`src/rtl/nh_lcd_bus_arbiter_pkg.sv`:
```
// nh_lcd_bus_arbiter_pkg: state encodings, owner codes and idle bus constants for the LCD bus arbiter.
package nh_lcd_bus_arbiter_pkg;
  localparam logic [1:0] ST_IDLE     = 2'd0;
  localparam logic [1:0] ST_CMD_OWN  = 2'd1;
  localparam logic [1:0] ST_DATA_OWN = 2'd2;
  localparam logic [1:0] ST_TURN     = 2'd3;
  localparam logic [1:0] OWNER_NONE  = 2'd0;
  localparam logic [1:0] OWNER_CMD   = 2'd1;
  localparam logic [1:0] OWNER_DATA  = 2'd2;
  localparam logic       IDLE_CMD_MODE = 1'b1;
  localparam logic [7:0] IDLE_DATA     = 8'h00;
  typedef struct packed {
    logic       cmd_mode;
    logic       write;
    logic       read;
    logic       data_out_en;
    logic [7:0] data;
  } bus_t;
  localparam bus_t IDLE_BUS = '{cmd_mode: IDLE_CMD_MODE, write: 1'b0, read: 1'b0, data_out_en: 1'b0, data: IDLE_DATA};
endpackage

```
`src/rtl/nh_lcd_bus_arbiter_mux.sv`:
```
// nh_lcd_bus_mux: registered 2:1 LCD bus mux, forced idle whenever no grant is registered.
module nh_lcd_bus_mux
  import nh_lcd_bus_arbiter_pkg::*;
(
  input  logic       clk,
  input  logic       rst,
  input  logic [1:0] owner,
  input  bus_t       cmd_bus,
  input  bus_t       dat_bus,
  output bus_t       phy
);
  always_ff @(posedge clk)
    if (rst) phy <= IDLE_BUS;
    else phy <= owner == OWNER_CMD ? cmd_bus : owner == OWNER_DATA ? dat_bus : IDLE_BUS;
endmodule

```
`src/rtl/nh_lcd_bus_arbiter.sv`:
```
// nh_lcd_bus_arbiter: whole-transaction arbiter for the shared 8080 LCD bus with turnaround and starvation status.
module nh_lcd_bus_arbiter
  import nh_lcd_bus_arbiter_pkg::*;
#(
  parameter int TURNAROUND = 2,
  parameter int MAX_HOLD   = 65535,
  parameter int HOLD_WIDTH = 16
) (
  input  logic        clk,
  input  logic        rst,
  input  logic        i_enable,
  input  logic        i_clear_status,
  input  logic        i_cmd_req,
  output logic        o_cmd_gnt,
  input  logic        i_cmd_cmd_mode,
  input  logic        i_cmd_write,
  input  logic        i_cmd_read,
  input  logic        i_cmd_data_out_en,
  input  logic [7:0]  i_cmd_data_out,
  input  logic        i_dat_req,
  output logic        o_dat_gnt,
  input  logic        i_dat_cmd_mode,
  input  logic        i_dat_write,
  input  logic        i_dat_read,
  input  logic        i_dat_data_out_en,
  input  logic [7:0]  i_dat_data_out,
  output logic [7:0]  o_data_in,
  output logic        o_cmd_mode,
  output logic        o_write,
  output logic        o_read,
  output logic        o_data_out_en,
  output logic [7:0]  o_data_out,
  input  logic [7:0]  i_data_in,
  output logic [1:0]  o_owner,
  output logic        o_starve,
  output logic [31:0] debug
);
  localparam int TW = TURNAROUND > 1 ? $clog2(TURNAROUND) : 1;
  logic [1:0] state;
  logic last_grant;
  logic [HOLD_WIDTH-1:0] hold_cnt;
  logic [TW-1:0] turn_cnt;
  logic own, own_req, other_req, inc, pick_dat, starve_set;
  bus_t cmd_bus, dat_bus, phy;
  always_comb begin
    own        = state == ST_CMD_OWN || state == ST_DATA_OWN;
    own_req    = state == ST_CMD_OWN ? i_cmd_req : i_dat_req;
    other_req  = state == ST_CMD_OWN ? i_dat_req : i_cmd_req;
    inc        = own && other_req && hold_cnt != '1;
    // last_grant high means data went last, so cmd wins the tie
    pick_dat   = i_dat_req && (!i_cmd_req || !last_grant);
    starve_set = inc && hold_cnt == HOLD_WIDTH'(MAX_HOLD - 1);
  end
  always_ff @(posedge clk)
    if (rst) begin
      state      <= ST_IDLE;
      o_cmd_gnt  <= 1'b0;
      o_dat_gnt  <= 1'b0;
      last_grant <= 1'b1;
      hold_cnt   <= '0;
      turn_cnt   <= '0;
      o_starve   <= 1'b0;
      o_data_in  <= 8'h00;
    end else begin
      o_data_in <= i_data_in;
      o_starve  <= starve_set | (o_starve & ~i_clear_status);
      if (inc) hold_cnt <= hold_cnt + 1'b1;
      if (state == ST_IDLE) begin
        if (i_enable && (i_cmd_req || i_dat_req)) begin
          state      <= pick_dat ? ST_DATA_OWN : ST_CMD_OWN;
          o_cmd_gnt  <= !pick_dat;
          o_dat_gnt  <= pick_dat;
          last_grant <= pick_dat;
          hold_cnt   <= '0;
        end
      end else if (own) begin
        if (!own_req) begin
          state     <= TURNAROUND > 0 ? ST_TURN : ST_IDLE;
          o_cmd_gnt <= 1'b0;
          o_dat_gnt <= 1'b0;
          turn_cnt  <= '0;
        end
      end else begin
        turn_cnt <= turn_cnt + 1'b1;
        if (turn_cnt == TW'(TURNAROUND - 1)) state <= ST_IDLE;
      end
    end
  assign o_owner = {o_dat_gnt, o_cmd_gnt};
  assign cmd_bus = '{cmd_mode: i_cmd_cmd_mode, write: i_cmd_write, read: i_cmd_read, data_out_en: i_cmd_data_out_en, data: i_cmd_data_out};
  assign dat_bus = '{cmd_mode: i_dat_cmd_mode, write: i_dat_write, read: i_dat_read, data_out_en: i_dat_data_out_en, data: i_dat_data_out};
  nh_lcd_bus_mux u_mux (.clk(clk), .rst(rst), .owner(o_owner), .cmd_bus(cmd_bus), .dat_bus(dat_bus), .phy(phy));
  assign o_cmd_mode    = phy.cmd_mode;
  assign o_write       = phy.write;
  assign o_read        = phy.read;
  assign o_data_out_en = phy.data_out_en;
  assign o_data_out    = phy.data;
  assign debug = {16'(hold_cnt), 8'h00, last_grant, o_starve, o_owner, 2'b00, state};
endmodule

```
`config.mk`:
```
export PLATFORM = sky130hd
export DESIGN_NAME = nh_lcd_bus_arbiter
export DESIGN_NICKNAME = d
export VERILOG_FILES = /design/src/rtl/nh_lcd_bus_arbiter_pkg.sv /design/src/rtl/nh_lcd_bus_arbiter_mux.sv /design/src/rtl/nh_lcd_bus_arbiter.sv
export SDC_FILE = /design/constraint.sdc
export NUM_CORES = 1
export LEC_CHECK = 0
export CORE_MARGIN = 10
export CORE_UTILIZATION = 37
export CTS_CLUSTER_DIAMETER = 60
export DETAILED_ROUTE_END_ITERATION = 10
export GPL_ROUTABILITY_DRIVEN = 0
export GPL_TIMING_DRIVEN = 0
export MAX_ROUTING_LAYER = met4
export PLACE_DENSITY = 0.75
export SETUP_SLACK_MARGIN = 0.3
export SLEW_MARGIN = 20
export SYNTH_ARGS = -nofsm -noshare
export SYNTH_HDL_FRONTEND = slang
export SYNTH_SLANG_ARGS = --single-unit
```
`constraint.sdc`:
```
create_clock -name clk -period 1.9 [get_ports clk]
set_input_delay 0.38 -clock clk [delete_from_list [all_inputs] [get_ports clk]]
set_output_delay 0.38 -clock clk [all_outputs]
set_load 0.01 [all_outputs]
```
==> run summary <==
hold_ws = 0.4868 ns
CP max-delay cell = or4_4
IR drop worst, VDD = 0.6919 mV
sw frac = 0.3285
R2R Path End = hold_cnt[13]
Yosys top cell area share = 0.4100
HPWL Detailed = 4926 um
GR Util All Layers = 0.1421
Worst Setup Start Kind = flip-flop
Critical R2R Launch = state[1]
Reg clk slew, reported paths = 0.08 ns
first-pass GRT wire length = 10,080 um
Seq/Total Area, Yosys = 0.4100
Hold Crit Start = turn_cnt
syn_area_per_cell = 9.011 um^2
die span in y = 95.33 um
switching power = 947.6 uW
placed cell area = 0.003172 mm^2
crit path buf inv count = 2
clock power share = 0.197
min cycle time layout = 2.043 ns
root buf cell = clkbuf_8
Cell variety after synth = 47
DR iter-0 viols = 97
status = finished, violations left
Die ar. = 0.009088 mm^2
wire per inst = 15.89 um
DP Worst Slack = -0.5889 ns
Flop pwr share = 0.365
Hold Crit Class = flip-flop to flip-flop
# diodes = 0
max cap viols = 0
Comb pwr share = 0.438
Mapped Cells = 233
Max Fclk = 0.4894 GHz
post-cts hold buffer count = 0
Die W = 95.33 um
CTS Buffer Depth = 2
Largest delay share family, worst path = simple AND/OR/NAND/NOR gates
initial core utilization = 0.3813
RSZ-0062 raised after global routing = yes
WP depth = 7
largest net degree at the start of global routing = 14
final setup margin = -0.1434 ns
CTS sink cnt = 43
slowest stage delay, CP = 0.55 ns
PortBufs = 84
Core Area = 0.005507 mm^2
Hold Path Sink = turn_cnt
Detailed Routing Iterations Pass 1 = 4
Syn-to-layout area delta = 69.85%
I/O Pins = 95
H-tree depth = 2
Clock Skew = 0.007417 ns
pwr/cell area = 808.9 mW/mm^2
share of cells above drive strength 1 = 0.2983
reg2reg setup slack = -0.14 ns
initial antenna violation count = 0
crit-path max FO = 6
Fin. Hold Viols = 0
Routed WL = 6737 um
Util after Layout = 0.6476
Setup CP Type = flip-flop to flip-flop
CTS tree = yes
internal power = 1937 uW
Worst-Skew Late Latency = 0.29 ns
CP cell instances = inv_4 > ha_4 > mux2i_2 > or4_4 > buf_6 > or4_1 > a21oi_1
vias in the first global route = 2,094
CP arrival = 2.27 ns
vias = 2,142
max-slew violations = 0
Syn. warnings = 0
biggest area consumer among synthesized cells = dfxtp_1
cell row count = 27
average vias per placed instance = 5.052
Layout Cell Area excl Fill = 0.003566 mm^2
CP Capture Type = flip-flop
FF-to-FF path depth = 7
fin crit share = 1.075
failing checks = negative setup slack
Static Leakage = 0.001482 uW
final net count = 394
#FFs+latches synth = 43
hold path cells = 1
Num CTS Buffers = 5
fillers = 467
WP data required = 2.12 ns
DRC Markers = 0
post-route ant nets = 0
grt total ovfl = 0
Syn Std Cell Area = 0.002100 mm^2
ranking of synthesized cells by area = dfxtp_1 41%, buf_4 5.7%, a22oi_1 3.9%, nor2b_1 3.3%, nor2_1 3.0%
endpoints failing setup = 4
## area by class of cell
class / count / area (um^2) / area share
Multi-Input combinational cell: 162 / 1277 / 0.3582
Timing Repair Buffer: 102 / 969.7 / 0.2719
Sequential cell: 43 / 887.1 / 0.2488
Buffer: 28 / 219.0 / 0.06140
Tap cell: 72 / 90.09 / 0.02526
Clock buffer: 6 / 72.57 / 0.02035
Inverter: 9 / 38.79 / 0.01088
Clock inverter: 2 / 11.26 / 0.003158
## through the flow
step                setup TNS (ns)  power [uW]  cells
global route               -0.6762        3052    424
detailed placement          -4.756        2060    398
global placement            -4.336        2037    398
CTS                        -0.3307        2836    421
finish                     -0.3342        2884    424
floorplan                  -0.1506        1697    242
## worst max-delay path by stage
stage              start      endpoint  slack, ns
3_5_place_dp   i_cmd_req  hold_cnt[13]      -0.59
2_1_floorplan   state[0]  hold_cnt[11]      -0.08
5_1_grt         state[1]  hold_cnt[11]      -0.18
4_1_cts         state[1]  hold_cnt[13]      -0.12
3_3_place_gp   i_cmd_req  hold_cnt[13]      -0.54
6_report        state[1]  hold_cnt[13]      -0.14
## cells in the mapped netlist (all sizes together)
library cell  count
nand4             4
nor4              4
a311oi            1
nand3             8
o311a             1
nor3              5
mux2i             5
mux2              2
and4              3
o21bai            1
a31oi             3
inv               9
o31ai             5
nand4b            2
nand2             6
nor2b            11
a41oi             2
o311ai            1
buf              20
o41ai             1
or2               3
nor2             17
and2              1
conb              1
a22oi            11
ha                5
nand2b            4
o211ai            1
o211a             1
o21ai             9
a211oi            4
a21oi            12
o22ai             1
dfxtp            43
a21boi            1
and3              3
clkbuf            8
or3               5
or4               8
or4b              1
## cells in the final DEF, fill, tap and decap left out, types with 5 or more instances in the layout
cell type	n
clkdlybuf4s50_1	55
buf_4	29
dfxtp_1	28
dlygate4sd2_1	26
nor2_1	16
dfxtp_2	12
a22oi_1	11
nor2b_1	10
conb_1	10
o21ai_0	9
buf_6	9
a21oi_1	8
inv_1	7
clkbuf_8	6
or4_1	5
clkbuf_1	5
nand2_1	5
## timing repair
action / 4_1_cts / 5_1_grt
cloned: 0 / 0
resized for setup: 60 / 16
endpoints found under the hold margin: 0 / 0
setup buffers: 15 / 3
setup endpoints to repair: 54 / 35
pin swaps: 20 / 13
## routing by layer
metal / vias up / part of all wire / global-route usage
met5: - / 0 / -
met4: 0 / 0.0079 / 0.04115
met3: 4 / 0.046 / 0.02514
met2: 55 / 0.52 / 0.2477
met1: 1020 / 0.42 / 0.1624
li1: 1063 / - / -
## logic make-up after synthesis
| family | count (synthesis) | share of synthesized area |
|---|---|---|
| and+or+nand+nor | 85 | 0.2461 |
| adders and majority gates | 5 | 0.02980 |
| other | 1 | 0.001786 |
| buffers and inverters | 37 | 0.1031 |
| muxes | 7 | 0.03457 |
| AOI/OAI and AO/OA | 55 | 0.1746 |
| DFF | 43 | 0.4100 |
## sequential cells by signal, summed over array words and instances, names as in the netlist
name	count
turn_cnt	1
hold_cnt	16
o_starve	1
last_grant	1
o_data_in	8
u_mux.phy	12
o_dat_gnt	1
state	2
o_cmd_gnt	1
## power by group through the flow
stage	logic [uW]	clock network [uW]	registers, uW
6_report	1260	569	1050
3_3_place_gp	966	0	1070
3_5_place_dp	988	0	1070
2_1_floorplan	602	0	1090
5_1_grt	1360	629	1070
4_1_cts	1200	587	1050
(Power assumes the default switching activity.)
